--- config.mk ---
export PLATFORM = sky130hd
export DESIGN_NAME = xdbus_arb_flat
export DESIGN_NICKNAME = d
export VERILOG_FILES = /design/src/rtl/xdbus_arb_pkg.sv /design/src/rtl/xdbus_arb_if.sv /design/src/rtl/xdbus_arb.sv /design/src/flat_wrapper.sv
export SDC_FILE = /design/constraint.sdc
export NUM_CORES = 1
export LEC_CHECK = 0
export ABC_AREA = 0
export CAP_MARGIN = 20
export CORE_AREA = 2 2 92 94
export DETAILED_ROUTE_END_ITERATION = 6
export DIE_AREA = 0 0 94 96
export GPL_ROUTABILITY_DRIVEN = 0
export PLACE_DENSITY = 0.77
export SYNTH_ARGS = -nofsm -noshare
export SYNTH_HDL_FRONTEND = slang
export SYNTH_SLANG_ARGS = --single-unit
--- constraint.sdc ---
create_clock -name clk -period 4.3 [get_ports clk]
set_input_delay 0.86 -clock clk [delete_from_list [all_inputs] [get_ports clk]]
set_output_delay 0.86 -clock clk [all_outputs]
set_load 0.01 [all_outputs]
--- src/rtl/xdbus_arb_pkg.sv ---
// Shared definitions for the two-master data bus arbiter.
package xdbus_arb_pkg;
  localparam int XDB_ADDR_W   = 10;
  localparam int XDB_DATA_W   = 32;
  localparam int XDB_MAX_WAIT = 4;

  typedef enum logic [1:0] {
    OWN_NONE = 2'd0,
    OWN_M0   = 2'd1,
    OWN_M1   = 2'd2
  } owner_e;
endpackage

--- src/rtl/xdbus_arb_if.sv ---
// Bus bundle between the two masters, the arbiter and the slave decoder.
interface xdbus_arb_if
  import xdbus_arb_pkg::*;
#(
  parameter int ADDR_W = XDB_ADDR_W,
  parameter int DATA_W = XDB_DATA_W
) ();
  logic              m0_req, m0_we, m0_lock, m0_gnt;
  logic [ADDR_W-1:0] m0_addr;
  logic [DATA_W-1:0] m0_wdata, m0_rdata;
  logic              m1_req, m1_we, m1_lock, m1_gnt;
  logic [ADDR_W-1:0] m1_addr;
  logic [DATA_W-1:0] m1_wdata, m1_rdata;
  logic              s_sel, s_we;
  logic [ADDR_W-1:0] s_addr;
  logic [DATA_W-1:0] s_wdata, s_rdata;

  // Arbiter side: takes master requests, drives grants and slave strobes.
  modport slave (
    input  m0_req, m0_we, m0_lock, m0_addr, m0_wdata,
    input  m1_req, m1_we, m1_lock, m1_addr, m1_wdata,
    output m0_gnt, m0_rdata, m1_gnt, m1_rdata,
    output s_sel, s_we, s_addr, s_wdata,
    input  s_rdata
  );

  // Environment side: masters plus the slave decoder.
  modport master (
    output m0_req, m0_we, m0_lock, m0_addr, m0_wdata,
    output m1_req, m1_we, m1_lock, m1_addr, m1_wdata,
    input  m0_gnt, m0_rdata, m1_gnt, m1_rdata,
    input  s_sel, s_we, s_addr, s_wdata,
    output s_rdata
  );
endinterface

--- src/rtl/xdbus_arb.sv ---
// Two-master data bus arbiter: fixed M0 priority, bounded M1 starvation,
// and a per-master lock that holds the bus across back-to-back accesses.
module xdbus_arb
  import xdbus_arb_pkg::*;
#(
  parameter int ADDR_W   = XDB_ADDR_W,
  parameter int DATA_W   = XDB_DATA_W,
  parameter int MAX_WAIT = XDB_MAX_WAIT
) (
  input  logic         clk,
  input  logic         rst,
  xdbus_arb_if.slave   bus,
  output logic         starved
);
  localparam logic [7:0] MAX_W8 = 8'(MAX_WAIT);

  owner_e            owner_q;
  logic [7:0]        wait_q, wait_d;
  logic              starved_q;
  logic              g0, g1;
  logic              we_mux;
  logic [ADDR_W-1:0] addr_mux;
  logic [DATA_W-1:0] wdata_mux;

  always_comb begin
    g0 = 1'b0;
    g1 = 1'b0;
    if (!rst) begin
      case (owner_q)
        OWN_M0:  g0 = bus.m0_req;
        OWN_M1:  g1 = bus.m1_req;
        default: begin
          // Starvation override beats M0's fixed priority when nobody owns the bus.
          if (starved_q && bus.m1_req) g1 = 1'b1;
          else if (bus.m0_req)         g0 = 1'b1;
          else if (bus.m1_req)         g1 = 1'b1;
        end
      endcase
    end

    we_mux    = 1'b0;
    addr_mux  = '0;
    wdata_mux = '0;
    if (g0) begin
      we_mux    = bus.m0_we;
      addr_mux  = bus.m0_addr;
      wdata_mux = bus.m0_wdata;
    end else if (g1) begin
      we_mux    = bus.m1_we;
      addr_mux  = bus.m1_addr;
      wdata_mux = bus.m1_wdata;
    end

    wait_d = '0;
    if (bus.m1_req && !g1)
      wait_d = (wait_q >= MAX_W8) ? MAX_W8 : wait_q + 8'd1;
  end

  always_ff @(posedge clk) begin
    if (rst) begin
      owner_q   <= OWN_NONE;
      wait_q    <= '0;
      starved_q <= 1'b0;
    end else begin
      if (g0)                      owner_q <= bus.m0_lock ? OWN_M0 : OWN_NONE;
      else if (g1)                 owner_q <= bus.m1_lock ? OWN_M1 : OWN_NONE;
      else if (owner_q != OWN_NONE) owner_q <= OWN_NONE;  // idle release
      wait_q    <= wait_d;
      // Flag tracks the counter value being loaded, so it is valid the same cycle as wait_q.
      starved_q <= (wait_d == MAX_W8);
    end
  end

  assign bus.m0_gnt   = g0;
  assign bus.m1_gnt   = g1;
  assign bus.s_sel    = g0 | g1;
  assign bus.s_we     = we_mux;
  assign bus.s_addr   = addr_mux;
  assign bus.s_wdata  = wdata_mux;
  assign bus.m0_rdata = bus.s_rdata;
  assign bus.m1_rdata = bus.s_rdata;
  assign starved      = starved_q;
endmodule

--- src/flat_wrapper.sv ---
// flat-port wrapper written by rule: the top's interface ports become plain ports
module xdbus_arb_flat import xdbus_arb_pkg::*;
#(
  parameter int ADDR_W   = XDB_ADDR_W,
  parameter int DATA_W   = XDB_DATA_W,
  parameter int MAX_WAIT = XDB_MAX_WAIT
)
  (clk, rst, starved, bus_m0_req, bus_m0_we, bus_m0_lock, bus_m0_addr, bus_m0_wdata, bus_m1_req, bus_m1_we, bus_m1_lock, bus_m1_addr, bus_m1_wdata, bus_m0_gnt, bus_m0_rdata, bus_m1_gnt, bus_m1_rdata, bus_s_sel, bus_s_we, bus_s_addr, bus_s_wdata, bus_s_rdata);
  xdbus_arb_if #(.ADDR_W(ADDR_W), .DATA_W(DATA_W)) bus_i ();
  input  logic clk;
  input  logic rst;
  output logic starved;
  input wire logic [$bits(bus_i.m0_req)-1:0] bus_m0_req;
  input wire logic [$bits(bus_i.m0_we)-1:0] bus_m0_we;
  input wire logic [$bits(bus_i.m0_lock)-1:0] bus_m0_lock;
  input wire logic [$bits(bus_i.m0_addr)-1:0] bus_m0_addr;
  input wire logic [$bits(bus_i.m0_wdata)-1:0] bus_m0_wdata;
  input wire logic [$bits(bus_i.m1_req)-1:0] bus_m1_req;
  input wire logic [$bits(bus_i.m1_we)-1:0] bus_m1_we;
  input wire logic [$bits(bus_i.m1_lock)-1:0] bus_m1_lock;
  input wire logic [$bits(bus_i.m1_addr)-1:0] bus_m1_addr;
  input wire logic [$bits(bus_i.m1_wdata)-1:0] bus_m1_wdata;
  output wire logic [$bits(bus_i.m0_gnt)-1:0] bus_m0_gnt;
  output wire logic [$bits(bus_i.m0_rdata)-1:0] bus_m0_rdata;
  output wire logic [$bits(bus_i.m1_gnt)-1:0] bus_m1_gnt;
  output wire logic [$bits(bus_i.m1_rdata)-1:0] bus_m1_rdata;
  output wire logic [$bits(bus_i.s_sel)-1:0] bus_s_sel;
  output wire logic [$bits(bus_i.s_we)-1:0] bus_s_we;
  output wire logic [$bits(bus_i.s_addr)-1:0] bus_s_addr;
  output wire logic [$bits(bus_i.s_wdata)-1:0] bus_s_wdata;
  input wire logic [$bits(bus_i.s_rdata)-1:0] bus_s_rdata;
  assign bus_i.m0_req = bus_m0_req;
  assign bus_i.m0_we = bus_m0_we;
  assign bus_i.m0_lock = bus_m0_lock;
  assign bus_i.m0_addr = bus_m0_addr;
  assign bus_i.m0_wdata = bus_m0_wdata;
  assign bus_i.m1_req = bus_m1_req;
  assign bus_i.m1_we = bus_m1_we;
  assign bus_i.m1_lock = bus_m1_lock;
  assign bus_i.m1_addr = bus_m1_addr;
  assign bus_i.m1_wdata = bus_m1_wdata;
  assign bus_m0_gnt = bus_i.m0_gnt;
  assign bus_m0_rdata = bus_i.m0_rdata;
  assign bus_m1_gnt = bus_i.m1_gnt;
  assign bus_m1_rdata = bus_i.m1_rdata;
  assign bus_s_sel = bus_i.s_sel;
  assign bus_s_we = bus_i.s_we;
  assign bus_s_addr = bus_i.s_addr;
  assign bus_s_wdata = bus_i.s_wdata;
  assign bus_i.s_rdata = bus_s_rdata;
  xdbus_arb #(.ADDR_W(ADDR_W), .DATA_W(DATA_W), .MAX_WAIT(MAX_WAIT)) u_core (.clk(clk), .rst(rst), .bus(bus_i), .starved(starved));
endmodule
# After elaboration in Yosys (flattened, before gate mapping)
# Index checks and enable logic that the tools add are counted.
# word_totals
mem_bits_ro	0
ramBits	0
memories	0
out_inout_bits	111
ff_bits	11
elab_cells	36
latchBits	0
input_bits	124
# op_classes
n_addsub	1
n_reduce_logical	5
mux	22
n_bitwise	1
shifts	0
div_mod_pow	0
n_eq_ne	3
magnitude_cmp	1
mul	0
# op_table
cell	count
2-to-1 mux 32 bit	2
2-to-1 mux 10 bit	2
2-to-1 mux 8 bit	2
2-to-1 mux 1 bit	10
adder 8 x 1 -> 8 bit, second input constant	1
== test 8 x 3 -> 1 bit, second input constant	1
greater-or-equal comparator 8 x 3 -> 1 bit, second input constant	1
2-to-1 mux 2 bit	4
one-hot mux 1 bit (2 select lines)	2
nonzero test 3 bit	1
== test 2 x 1 -> 1 bit, second input constant	1
== test 2 bit, second input constant	1
logical AND 1 bit	2
nonzero test 2 bit	1
zero test 1 bit	1
OR 1 bit	1

# Depth between registers and ports, before layout
# logic_depth
word_depth	9
ltp_mapped	7
ltp_nobuf	6

# Worst setup path after synthesis
# OpenSTA, ideal clock, no wires.
# synth_timing
path_kind	in2out
from	input port bus_m1_req
to	output port bus_s_wdata[13]
required_ns	3.440
setup_slack_ns	1.629
arrival_time_ns	1.811
cell_stages	6
n_path_buf	3
cell_sequence	nor2b_1 -> buf_2 -> buf_2 -> buf_2 -> nand4_1 -> mux2i_1
# synth_between
elab_chain_cells	7
word_cells_on_any_way	11
classes_between	mux: 10; reduce/logical: 1
# synth_lines
element	line_no	text
start, declared	flat_wrapper.sv:18	input wire logic [$bits(bus_i.m1_req)-1:0] bus_m1_req;
2-to-1 mux 1 bit	xdbus_arb.sv:36	else if (bus.m1_req) g1 = 1'b1;
2-to-1 mux 1 bit	xdbus_arb.sv:35	else if (bus.m0_req) g0 = 1'b1;
2-to-1 mux 1 bit	xdbus_arb.sv:34	if (starved_q && bus.m1_req) g1 = 1'b1;
one-hot mux 1 bit (2 select lines)	xdbus_arb.sv:29	case (owner_q)
2-to-1 mux 1 bit	xdbus_arb.sv:28	if (!rst) begin
2-to-1 mux 32 bit	xdbus_arb.sv:48	end else if (g1) begin
2-to-1 mux 32 bit (*)	xdbus_arb.sv:44	if (g0) begin
end, declared	flat_wrapper.sv:30	output wire logic [$bits(bus_i.s_wdata)-1:0] bus_s_wdata;
# Mark *: on every way between the ends. The rest lies on a longest branch, timed or not.

# Final worst setup path
# layout_timing
from	input port bus_m0_req
to	output port bus_s_wdata[5]
# layout_between
elab_chain_cells	6
word_cells_on_any_way	10
classes_between	mux: 10
# layout_lines
element	line_no	text
start, declared	flat_wrapper.sv:13	input wire logic [$bits(bus_i.m0_req)-1:0] bus_m0_req;
2-to-1 mux 1 bit	xdbus_arb.sv:35	
2-to-1 mux 1 bit	xdbus_arb.sv:34	
one-hot mux 1 bit (2 select lines)	xdbus_arb.sv:29	
2-to-1 mux 1 bit	xdbus_arb.sv:28	
2-to-1 mux 32 bit	xdbus_arb.sv:48	
2-to-1 mux 32 bit (*)	xdbus_arb.sv:44	
# Marks and branches as above.

==> flow_metrics.env <==
export IMPL_status="complete, no violations"
export IMPL_setup_ws_ps=562
export IMPL_drcViolationCount=0
export IMPL_die_w_um=94
export IMPL_ys_warn_count=0
export IMPL_area_delta_synth_final_pct=49.5
export IMPL_core_region_area_um2=8050
export IMPL_synthCells=268
export IMPL_syn_area_um2=2080
export IMPL_irDropWorstVdd_v=0.000157
export IMPL_die_area_um2=9020
export IMPL_power_density_nw_per_um2=170
export IMPL_die_height_um=96
export IMPL_cts_repair_resized=0
export IMPL_max_slew_worst_pin_slew_ps=928
export IMPL_grt_overflow=0
export IMPL_ant_nets=0
export IMPL_seq_area_frac_synth=0.106
export IMPL_maxCapViolCount=0
export IMPL_yosys_cell_types_count=29
export IMPL_postCtsHoldBufs=0
export IMPL_arrival_ps=2880
export IMPL_cts_root_buf="clkbuf_8"
export IMPL_setup_viol=0
export IMPL_fin_util=0.386
export IMPL_synth_area_leaders="buf_4 23%, mux2i_1 21%, nand2b_1 14%"
export IMPL_synth_area_per_cell_um2=7.77
export IMPL_fin_setup_tns_ps=0
export IMPL_slew_violations=0
export IMPL_nets=460
export IMPL_worstPathRequired_ps=3440
export IMPL_drt_vias_per_instance=4.75
export IMPL_num_vias=2067
export IMPL_grt_pass1_wl_mm=10.6
export IMPL_worst_setup_path_start_kind="input pin"
export IMPL_clkTransAtPathRegs_ps=50
export IMPL_antenna_found_initial=0
export IMPL_path_class="input pin to output port"
export IMPL_initialDrtViolationCount=48
export IMPL_start_util=0.259
export IMPL_rsz0062_at_grt="false"
export IMPL_dp_hpwl_mm=5.47
export IMPL_n_fill_cell=848
export IMPL_synth_top_cell_by_area="buf_4"
export IMPL_cts_sinks=11
export IMPL_core_rowCount=33
export IMPL_cts_tree="yes"
export IMPL_finalCritPeriodShare=0.869
export IMPL_end_kind="output port"
export IMPL_gr_usage_all_layers=0.147
export IMPL_port_buffers=138
export IMPL_numCtsBuffers=3
export IMPL_p_leak_nw=1.24
export IMPL_crit_fanout=46
export IMPL_finalWorstPathRequiredPeriod_ps=3740
export IMPL_grt_max_degree=49
export IMPL_hp_class="flip-flop to flip-flop"
export IMPL_relSlewSlack=0.381
export IMPL_fmax_mhz=268
export IMPL_diodes=0
export IMPL_clk_path_buf_depth=2
export IMPL_grt_pass1_vias=1967
export IMPL_holdWs_ps=497
export IMPL_ys_ff_latch=11
export IMPL_wl_per_cell_um=16.6
export IMPL_pin_count=235
export IMPL_post_cts_setup_buffers=0
export IMPL_wirelength_mm=7.22
export IMPL_finClkSkew_ps=3.00
export IMPL_finalHoldViolations=0
export IMPL_yosys_area_top_type_share=0.234
export IMPL_drt_pass1_iter_count=4
export IMPL_layout_drive_gt1_share=0.0515
export IMPL_clk_latency_ps=240
export IMPL_place_ws_ps=554
export IMPL_h_tree_depth=1
synthesized netlist by cell type:
cell and count:
dfxtp_1 11, and4bb_1 1, nor4b_2 1, mux2i_1 43
buf_2 11, ha_1 5, buf_6 1, nand2_1 4
a211oi_2 1, nand3b_1 1, conb_1 1, nor2_1 3
o41ai_2 1, inv_1 4, nand3_4 1, a31o_1 1
or3b_1 1, o21ai_0 1, o211a_1 2, nand4_1 45
nand3_1 1, clkbuf_1 12, and3_1 1, buf_4 65
inv_2 1, nor2b_1 2, nor4_1 1, nand2b_1 45
buf_1 1
metal layers:
layer | global-route usage | vias up | share of wire
met5 | 0 | - | 0
met4 | 0.0435 | 0 | 0.020
met3 | 0.0376 | 19 | 0.078
met2 | 0.260 | 92 | 0.52
met1 | 0.174 | 961 | 0.39
li1 | - | 995 | -
cells by family after synthesis:
kind of cell / share of synthesized area
AO/OA/AOI/OAI: 0.0300
other: 0.00180
AND/OR/NAND/NOR: 0.327
buffers and inverters: 0.299
adder cells (fa/ha/maj): 0.0300
multiplexers: 0.207
flip-flops: 0.106
power breakdown:
group	internal (W)	switching [W]
combinational	0.000182	0.000135
clock	0.0000651	0.0000385
sequential	0.000107	0.00000202
total	0.000354	0.000175
worst max-delay path, stage by stage:
cell and delay (ps):
clkdlybuf4s50_1 460, or3b_1 180, buf_4 420, nand4_1 170
mux2i_1 200, clkdlybuf4s50_1 580
stage by stage:
step | total power [W] | cells | area, um^2
2_1_floorplan | 0.000315 | 272 | 2100
3_3_place_gp | 0.000424 | 431 | 3070
3_5_place_dp | 0.000427 | 431 | 3070
4_1_cts | 0.000533 | 435 | 3110
5_1_grt | 0.000562 | 435 | 3110
6_report | 0.000529 | 435 | 3110
cell type report:
class	count	area, um^2	area share
clock buffers	4	45.0	0.0145
repair buffers	144	1430	0.458
flip-flops and latches	11	220	0.0708
inverters	5	18.8	0.00603
well taps	105	131	0.0422
multi-input cells	166	1270	0.408
final timing paths:
kind | startpoint | to | slack [ps] | cells after the start
max reg2reg | u_core.owner_q[0]$_SDFFE_PP0P_ | u_core.owner_q[0]$_SDFFE_PP0P_ | 2230 | 6
min | u_core.owner_q[0]$_SDFFE_PP0P_ | u_core.owner_q[0]$_SDFFE_PP0P_ | 500 | 2
max | bus_m0_req | bus_s_wdata[5] | 560 | 6
min reg2reg | u_core.owner_q[0]$_SDFFE_PP0P_ | u_core.owner_q[0]$_SDFFE_PP0P_ | 500 | 2
sequential cells by signal, summed over array words and instances (netlist names):
register        flops
u_core.starved      1
u_core.owner_q      2
u_core.wait_q       8
cell usage in the layout, fill, tap and decap left out:
| cell | netlist | layout |
|---|---|---|
| o211a_1 | 2 | 2 |
| nor4b_2 | 1 | 1 |
| clkbuf_8 | 0 | 3 |
| o41ai_2 | 1 | 1 |
| or3b_1 | 1 | 1 |
| clkdlybuf4s50_1 | 0 | 138 |
| nand2b_2 | 0 | 1 |
| inv_1 | 4 | 4 |
| and4bb_1 | 1 | 1 |
| conb_1 | 1 | 5 |
| nand2_1 | 4 | 4 |
| nand3_2 | 0 | 1 |
| o21ai_0 | 1 | 1 |
| a31o_1 | 1 | 1 |
| buf_4 | 65 | 6 |
| inv_2 | 1 | 1 |
| nor2_1 | 3 | 3 |
| mux2i_1 | 43 | 43 |
| nor4_1 | 1 | 1 |
| ha_1 | 5 | 5 |
| nand3b_1 | 1 | 1 |
| clkbuf_1 | 12 | 1 |
| nand4_1 | 45 | 45 |
| and3_1 | 1 | 1 |
| nand2b_1 | 45 | 44 |
| dfxtp_1 | 11 | 11 |
| a211oi_2 | 1 | 1 |
| nor2b_1 | 2 | 1 |
| nand3_4 | 1 | 1 |
| nor2b_4 | 0 | 1 |
No activity file was read; power rests on OpenSTA's default activity.
